**src/rtl/credit_link_tx.sv**
```systemverilog
`default_nettype none
// ============================================================================
// Module      : credit_link_tx
// Description : Transmitter side of a credit-based stream link. Converts a
//               valid/ready stream into a valid-only fixed-latency link and
//               throttles itself with a credit counter that is replenished
//               by pulses returned from the receive buffer.
// Revision    : 1.0 - initial release
// ============================================================================
module credit_link_tx #(
  parameter int DATA_WIDTH   = 11,
  parameter int CREDITS      = 16,
  parameter int LINK_LATENCY = 4,
  localparam int CNT_WIDTH   = $clog2(CREDITS + 1)
) (
  input  logic                  clk_i,
  input  logic                  rst_ni,
  input  logic [DATA_WIDTH-1:0] data_i,
  input  logic                  valid_i,
  output logic                  ready_o,
  output logic [DATA_WIDTH-1:0] link_data_o,
  output logic                  link_valid_o,
  input  logic                  credit_i,
  output logic [CNT_WIDTH-1:0]  credits_o,
  output logic                  idle_o,
  output logic                  err_o
);

  localparam logic [CNT_WIDTH:0]   CREDITS_EXT = (CNT_WIDTH + 1)'(CREDITS);
  localparam logic [CNT_WIDTH-1:0] CREDITS_CNT = CNT_WIDTH'(CREDITS);

  logic [CNT_WIDTH-1:0]  cnt_q;
  logic [CNT_WIDTH-1:0]  cnt_d;
  logic                  err_q;
  logic                  err_d;
  logic                  accept;
  logic                  overflow;
  logic [CNT_WIDTH:0]    cnt_sum;
  logic [LINK_LATENCY-1:0] vld_q;
  logic [DATA_WIDTH-1:0] data_q [LINK_LATENCY];

  // Ready depends only on the registered count, never on credit_i/valid_i.
  assign ready_o = (cnt_q != '0);
  assign accept  = valid_i & ready_o;

  // Next credit count; one extra bit so an unexpected credit at full count
  // is detected instead of wrapping. Underflow cannot happen because accept
  // is blocked at zero.
  always_comb begin
    cnt_sum  = {1'b0, cnt_q}
             - {{CNT_WIDTH{1'b0}}, accept}
             + {{CNT_WIDTH{1'b0}}, credit_i};
    overflow = (cnt_sum > CREDITS_EXT);
    cnt_d    = overflow ? CREDITS_CNT : cnt_sum[CNT_WIDTH-1:0];
    err_d    = err_q | overflow;
  end

  // Credit counter and sticky overflow flag.
  always_ff @(posedge clk_i or negedge rst_ni) begin
    if (!rst_ni) begin
      cnt_q <= CREDITS_CNT;
      err_q <= 1'b0;
    end else begin
      cnt_q <= cnt_d;
      err_q <= err_d;
    end
  end

  // Forward pipeline: stage 0 captures accepted words, later stages shift
  // unconditionally since the link has no back-pressure.
  always_ff @(posedge clk_i or negedge rst_ni) begin
    if (!rst_ni) begin
      vld_q <= '0;
      for (int i = 0; i < LINK_LATENCY; i++) begin
        data_q[i] <= '0;
      end
    end else begin
      vld_q[0] <= accept;
      if (accept) begin
        data_q[0] <= data_i;
      end
      for (int i = 1; i < LINK_LATENCY; i++) begin
        vld_q[i]  <= vld_q[i-1];
        data_q[i] <= data_q[i-1];
      end
    end
  end

  assign link_valid_o = vld_q[LINK_LATENCY-1];
  assign link_data_o  = data_q[LINK_LATENCY-1];
  assign credits_o    = cnt_q;
  assign err_o        = err_q;
  assign idle_o       = (cnt_q == CREDITS_CNT) && (vld_q == '0);

endmodule
`default_nettype wire

```
**config.mk**
```make
export PLATFORM = sky130hd
export DESIGN_NAME = credit_link_tx
export DESIGN_NICKNAME = d
export VERILOG_FILES = /design/src/rtl/credit_link_tx.sv
export SDC_FILE = /design/constraint.sdc
export NUM_CORES = 1
export LEC_CHECK = 0
export CORE_ASPECT_RATIO = 0.9
export CORE_MARGIN = 1.5
export CORE_UTILIZATION = 53
export CTS_BUF_LIST = sky130_fd_sc_hd__clkbuf_8
export DETAILED_ROUTE_END_ITERATION = 8
export PLACE_DENSITY = 0.92
export REMOVE_ABC_BUFFERS = 1
export SYNTH_ARGS = -nofsm -noshare
export SYNTH_HDL_FRONTEND = slang
export SYNTH_SLANG_ARGS = --single-unit
export TNS_END_PERCENT = 100
```
**constraint.sdc**
```tcl
create_clock -name clk_i -period 3.3 [get_ports clk_i]
set_input_delay 0.99 -clock clk_i [delete_from_list [all_inputs] [get_ports clk_i]]
set_output_delay 0.99 -clock clk_i [all_outputs]
set_load 0.005 [all_outputs]
```
# Yosys cells after proc, flatten, opt, wreduce, memory -nomap -nowiden
# Cells that the tools add are included.
dict set report totals {
  register_bits 54
  output_inout_bits 20
  wordCells 17
}
dict set report classes {
  n_addsub 2
  order_cmp 1
  n_eq_ne 1
  muxes 1
  bitwise_logic 2
  n_reduce_logical 3
}
# cell count
set ops {}
lappend ops {{adder 6 x 1 -> 6 bit} 1}
lappend ops {{> comparator 6 x 5 -> 1 bit (second input constant)} 1}
lappend ops {{subtractor 5 x 1 -> 6 bit} 1}
lappend ops {{== test 5 bit (second input constant)} 1}
lappend ops {{two-way mux 5 bit} 1}
lappend ops {{nonzero test 5 bit} 1}
lappend ops {{zero test 4 bit} 1}
lappend ops {{AND 1 bit} 1}
lappend ops {{logical AND 1 bit} 1}
lappend ops {{bitwise OR 1 bit} 1}

# Longest topological paths before layout
dict set report logic_depth {
  word_depth 6
  ltp_mapped 14
}

# Least setup slack after synthesis
# No wires, ideal clock.
dict set report synth_path {
  path_kind {input port to flip-flop}
  startpoint {input port valid_i}
  endpoint {register err_q, in the netlist err_o}
  setup_time_ps 124
  arrival_ps 2997
  required_time_ps 3176
  path_slack_ps 179
  cell_stages 11
  n_path_buf 1
  path_cell_list {nand2_1 > buf_2 > inv_1 > ha_1 > inv_1 > ha_1 > fa_1 > a21o_1 > a21oi_1 > xnor2_1 > a211o_2}
}
dict set report synth_via {
  elab_chain_len 5
}
# item line
set synth_rtl {}
lappend synth_rtl {{from (decl)} 19} ;# input logic valid_i,
lappend synth_rtl {{AND 1 bit} 44} ;# assign accept = valid_i & ready_o;
lappend synth_rtl {{net accept} 36} ;# logic accept;
lappend synth_rtl {{subtractor 5 x 1 -> 6 bit} 51} ;# - {{CNT_WIDTH{1'b0}}, accept}
lappend synth_rtl {{adder 6 x 1 -> 6 bit} 52} ;# + {{CNT_WIDTH{1'b0}}, credit_i};
lappend synth_rtl {{> comparator 6 x 5 -> 1 bit} 53} ;# overflow = (cnt_sum > CREDITS_EXT);
lappend synth_rtl {{bitwise OR 1 bit} 55} ;# err_d = err_q | overflow;
lappend synth_rtl {{net err_d} 35} ;# logic err_d;
lappend synth_rtl {{to (signal assigned)} 65} ;# err_q <= err_d;
lappend synth_rtl {{to (decl)} 34} ;# logic err_q;
# The timed path passes the listed nets, and every way through them passes these cells.
# A chain may end at the register's enable or synchronous reset.

# Worst setup path in the final report
dict set report layout_path {
  startpoint {input port valid_i}
  endpoint {register cnt_q[1], in the netlist credits_o[1]}
}
dict set report layout_via {
  elab_chain_len 5
}
# item line
set layout_rtl {}
lappend layout_rtl {{AND 1 bit *} 44}
lappend layout_rtl {{net accept} 36}
lappend layout_rtl {{subtractor 5 x 1 -> 6 bit *} 51}
lappend layout_rtl {{adder 6 x 1 -> 6 bit *} 52}
lappend layout_rtl {{> comparator 6 x 5 -> 1 bit} 53}
lappend layout_rtl {{two-way mux 5 bit *} 54} ;# cnt_d = overflow ? CREDITS_CNT : cnt_sum[CNT_WIDTH-1:0];
lappend layout_rtl {{net cnt_d[1]} 33} ;# logic [CNT_WIDTH-1:0] cnt_d;
lappend layout_rtl {{to (signal assigned)} 64} ;# cnt_q <= cnt_d;
lappend layout_rtl {{to (decl)} 32} ;# logic [CNT_WIDTH-1:0] cnt_q;
# The timed path passes the listed nets; every way through them passes the cells marked *.

==> results by group <==
Outcome
  • Status: complete, no violations

Yosys
  • Seq/Total Area, Yosys: 0.7183
  • Post-synthesis cell area: 0.001883 sq mm
  • #FFs+latches synth: 54
  • Synth warn: 0
  • Syn_area_per_cell: 15.56 sq um
  • Post-synthesis cell count: 121
  • Post-synth cell types: 24

Layout
  • Post-route insts no fill: 197
  • # nets final: 175
  • Area growth syn-to-layout: 22.86%
  • Proportion of layout cells with a drive suffix above 1: 0.1895
  • Reg area: 0.001353 sq mm
  • Final core utilization: 0.6848
  • Multi-input gate area: 419.2 sq um
  • Fillers: 229
  • Diodes inserted: 0

Global routing
  • Pin count of the biggest net entering global routing: 55
  • Total GRT Usage: 0.1637
  • Vias in the first global route: 939
  • First-pass GRT wire length: 4526 microns
  • Grt total ovfl: 0
  • Initial antenna violation count: 0

Timing
  • Slew @ Worst Pin: 1113 ps
  • Pins Over Slew Limit: 0
  • Fmax: 316.3 MHz
  • Hold Vio Cnt, Final: 0
  • Setup violators final: 0
  • Slew headroom: 0.2577
  • Min Clock Period, post-route: 3161 ps
  • Final period util: 0.9579
  • Worst Skew: 7.504 ps
  • RSZ-0062 raised after global routing: false

Clocking
  • CTS clk-pin slew, worst paths: 90 ps
  • Clock sink count: 54
  • CTS tree: built
  • CTS Root Cell: clkbuf_8
  • Clock buffer depth: 2
  • Clk Latency, worst-skew pair: 300 ps
  • H-tree Lvls: 2
  • Total CTS buffers: 5

Power and ir drop
  • Pwr dens: 886.1 mW/mm^2
  • Worst VDD drop: 0.4470 mV
  • Pleak: 1.024 nW

Route
  • Vias/cell: 4.843
  • DR DRC count: 0
  • Via count: 954
  • Detail Route Antenna Nets: 0
  • Drt wl/cell: 14.90 microns
  • Detailed Route WL: 2935 microns
  • DR pass1 iterations: 4
  • Detailed Route Iter0 Violations: 45

Floorplanning
  • Starting Density: 0.5574
  • Die area: 0.003920 sq mm
  • Core area: 0.003378 sq mm
  • Die X: 65.83 microns
  • Die height: 59.55 microns
  • Ports: 35
  • Row count: 20

Critical path
  • CP Data Arrival Time: 3360 ps
  • Type of destination of the critical path: flip-flop
  • Crit Path Max Fanout: 4
  • WP buf/inv: 4
  • Largest stage delay on the critical path: 390 ps
  • Critical-path top delay cell: clkdlybuf4s50_1
  • Critical Path Start Type: input port
  • Crit path cell chain: clkdlybuf4s50_1, nand2_1, inv_1, ha_1, inv_1, ha_1, fa_2, a21o_1, a21oi_2, xnor2_2, buf_4, nor3b_1
  • Worst EP required: 3500 ps
  • Crit path kind: input port to flip-flop
  • CP delay by family, top: adder cells

Hold path
  • Hold WC Path Type: flip-flop to flip-flop

Placement
  • Placed insts: 189
  • Buffers on Ports: 34
  • Final GP Congestion: 0.7380
  • Post-DP HPWL: 2140 microns

Job
  • Total of max-cap violations: 0
## per-layer routing
layer,part of all wire,GRT usage,wire (microns)
met4,0.0058,0.04464,17
met2,0.49,0.2641,1432
met1,0.47,0.2139,1371
met5,0,0,0
met3,0.039,0.05703,113
## synth_stat cells
cell type  number  area (sq um)
ha_1            7         87.58
or2_1           1         6.260
nor2_1          4         15.01
o41ai_2         1         16.27
a21oi_1         2         10.01
dfrtp_1        53          1326
nor4_1          1         6.260
nand4b_1        1         8.760
a211o_2         1         10.01
a211oi_2        1         12.51
a21o_1          1         7.510
nor3b_1         2         15.01
nand2_1         1         3.750
xnor2_1         3         26.28
dfstp_2         1         26.28
buf_4          11         82.58
fa_1            1         20.02
buf_2           1         5.000
nor2b_1         1         6.260
nand3_1         2         10.01
inv_1          10         37.54
nor3_1          3         15.01
mux2_2         11         123.9
o21ai_0         1         5.000
## placed cells by master, fill, tap and decap left out, drive strengths merged
| master | instances |
|---|---|
| mux2 | 11 |
| o21ai | 1 |
| or2 | 1 |
| nand4b | 1 |
| buf | 3 |
| dfstp | 1 |
| a21oi | 2 |
| nor2b | 1 |
| fa | 1 |
| nor3b | 2 |
| nor2 | 4 |
| a211o | 1 |
| a21o | 1 |
| ha | 7 |
| o41ai | 1 |
| dfrtp | 53 |
| inv | 11 |
| nor3 | 3 |
| clkbuf | 6 |
| clkdlybuf4s50 | 33 |
| xnor2 | 3 |
| a211oi | 1 |
| nand3 | 2 |
| nor4 | 1 |
| clkinvlp | 1 |
| nand2 | 1 |
## final timing paths
path / from / end / slack, ps / cells after the start
max in group asynchronous: rst_ni / credits_o[2]$_DFF_PN0_ / 1730 / 1
min in group asynchronous: rst_ni / data_q[20]$_DFF_PN0_ / 890 / 1
worst max register to register: credits_o[2]$_DFF_PN0_ / credits_o[1]$_DFF_PN0_ / 430 / 14
worst min register to register: data_q[12]$_DFF_PN0_ / link_data_o[1]$_DFF_PN0_ / 360 / 0
worst max-delay path: valid_i / credits_o[1]$_DFF_PN0_ / 140 / 12
worst min-delay path: data_q[12]$_DFF_PN0_ / link_data_o[1]$_DFF_PN0_ / 360 / 0
## kinds of logic after synthesis
group	share of synthesized area
muxes	0.06578
adders and majority gates	0.05714
and+or+nand+nor	0.04585
AOI/OAI and AO/OA	0.03256
DFF	0.7183
xor gates and xnor gates	0.01396
buffers and inverters	0.06645
## area by class of cell
cell class              instances  area share
flip-flops and latches         54      0.5846
multi-input cells              45      0.1812
inverters                      10     0.01622
well taps                      44     0.02380
clock inverters                 2    0.007031
repair buffers                 36      0.1514
clock buffers                   6     0.03569
## per-stage QoR
stage          power, mW  instance area [sq um]  setup slack [ps]  hold WS (ps)  setup TNS, ps
5_1_grt            2.171                   2313             33.32         366.6              0
3_5_place_dp       1.659                   2201            -304.3         334.7          -1157
4_1_cts            2.028                   2300             10.64         356.6              0
2_1_floorplan      1.320                   1795             162.3         331.2              0
3_3_place_gp       1.575                   2201             22.52         332.3              0
6_report           2.050                   2313             138.9         355.3              0
## report_power, final
| group | internal [mW] | leakage, nW | total, mW | switching, mW |
|---|---|---|---|---|
| sequential | 0.891 | 0.635 | 0.979 | 0.0880 |
| combinational | 0.375 | 0.341 | 0.692 | 0.316 |
| clock | 0.173 | 0.0478 | 0.379 | 0.207 |
| total | 1.44 | 1.02 | 2.05 | 0.611 |
## sequential cells by signal (all words and copies together) (netlist names)
signal       count
err_o            1
credits_o        5
data_q          33
link_data_o     11
vld_q            4
## timing repair
action | CTS | global route
resized for setup | 0 | 3
setup buffers | 0 | 0
hold buffers | 0 | 0
endpoints found under the setup margin | 0 | 3
Note: power is estimated with default switching activity, not from simulation.
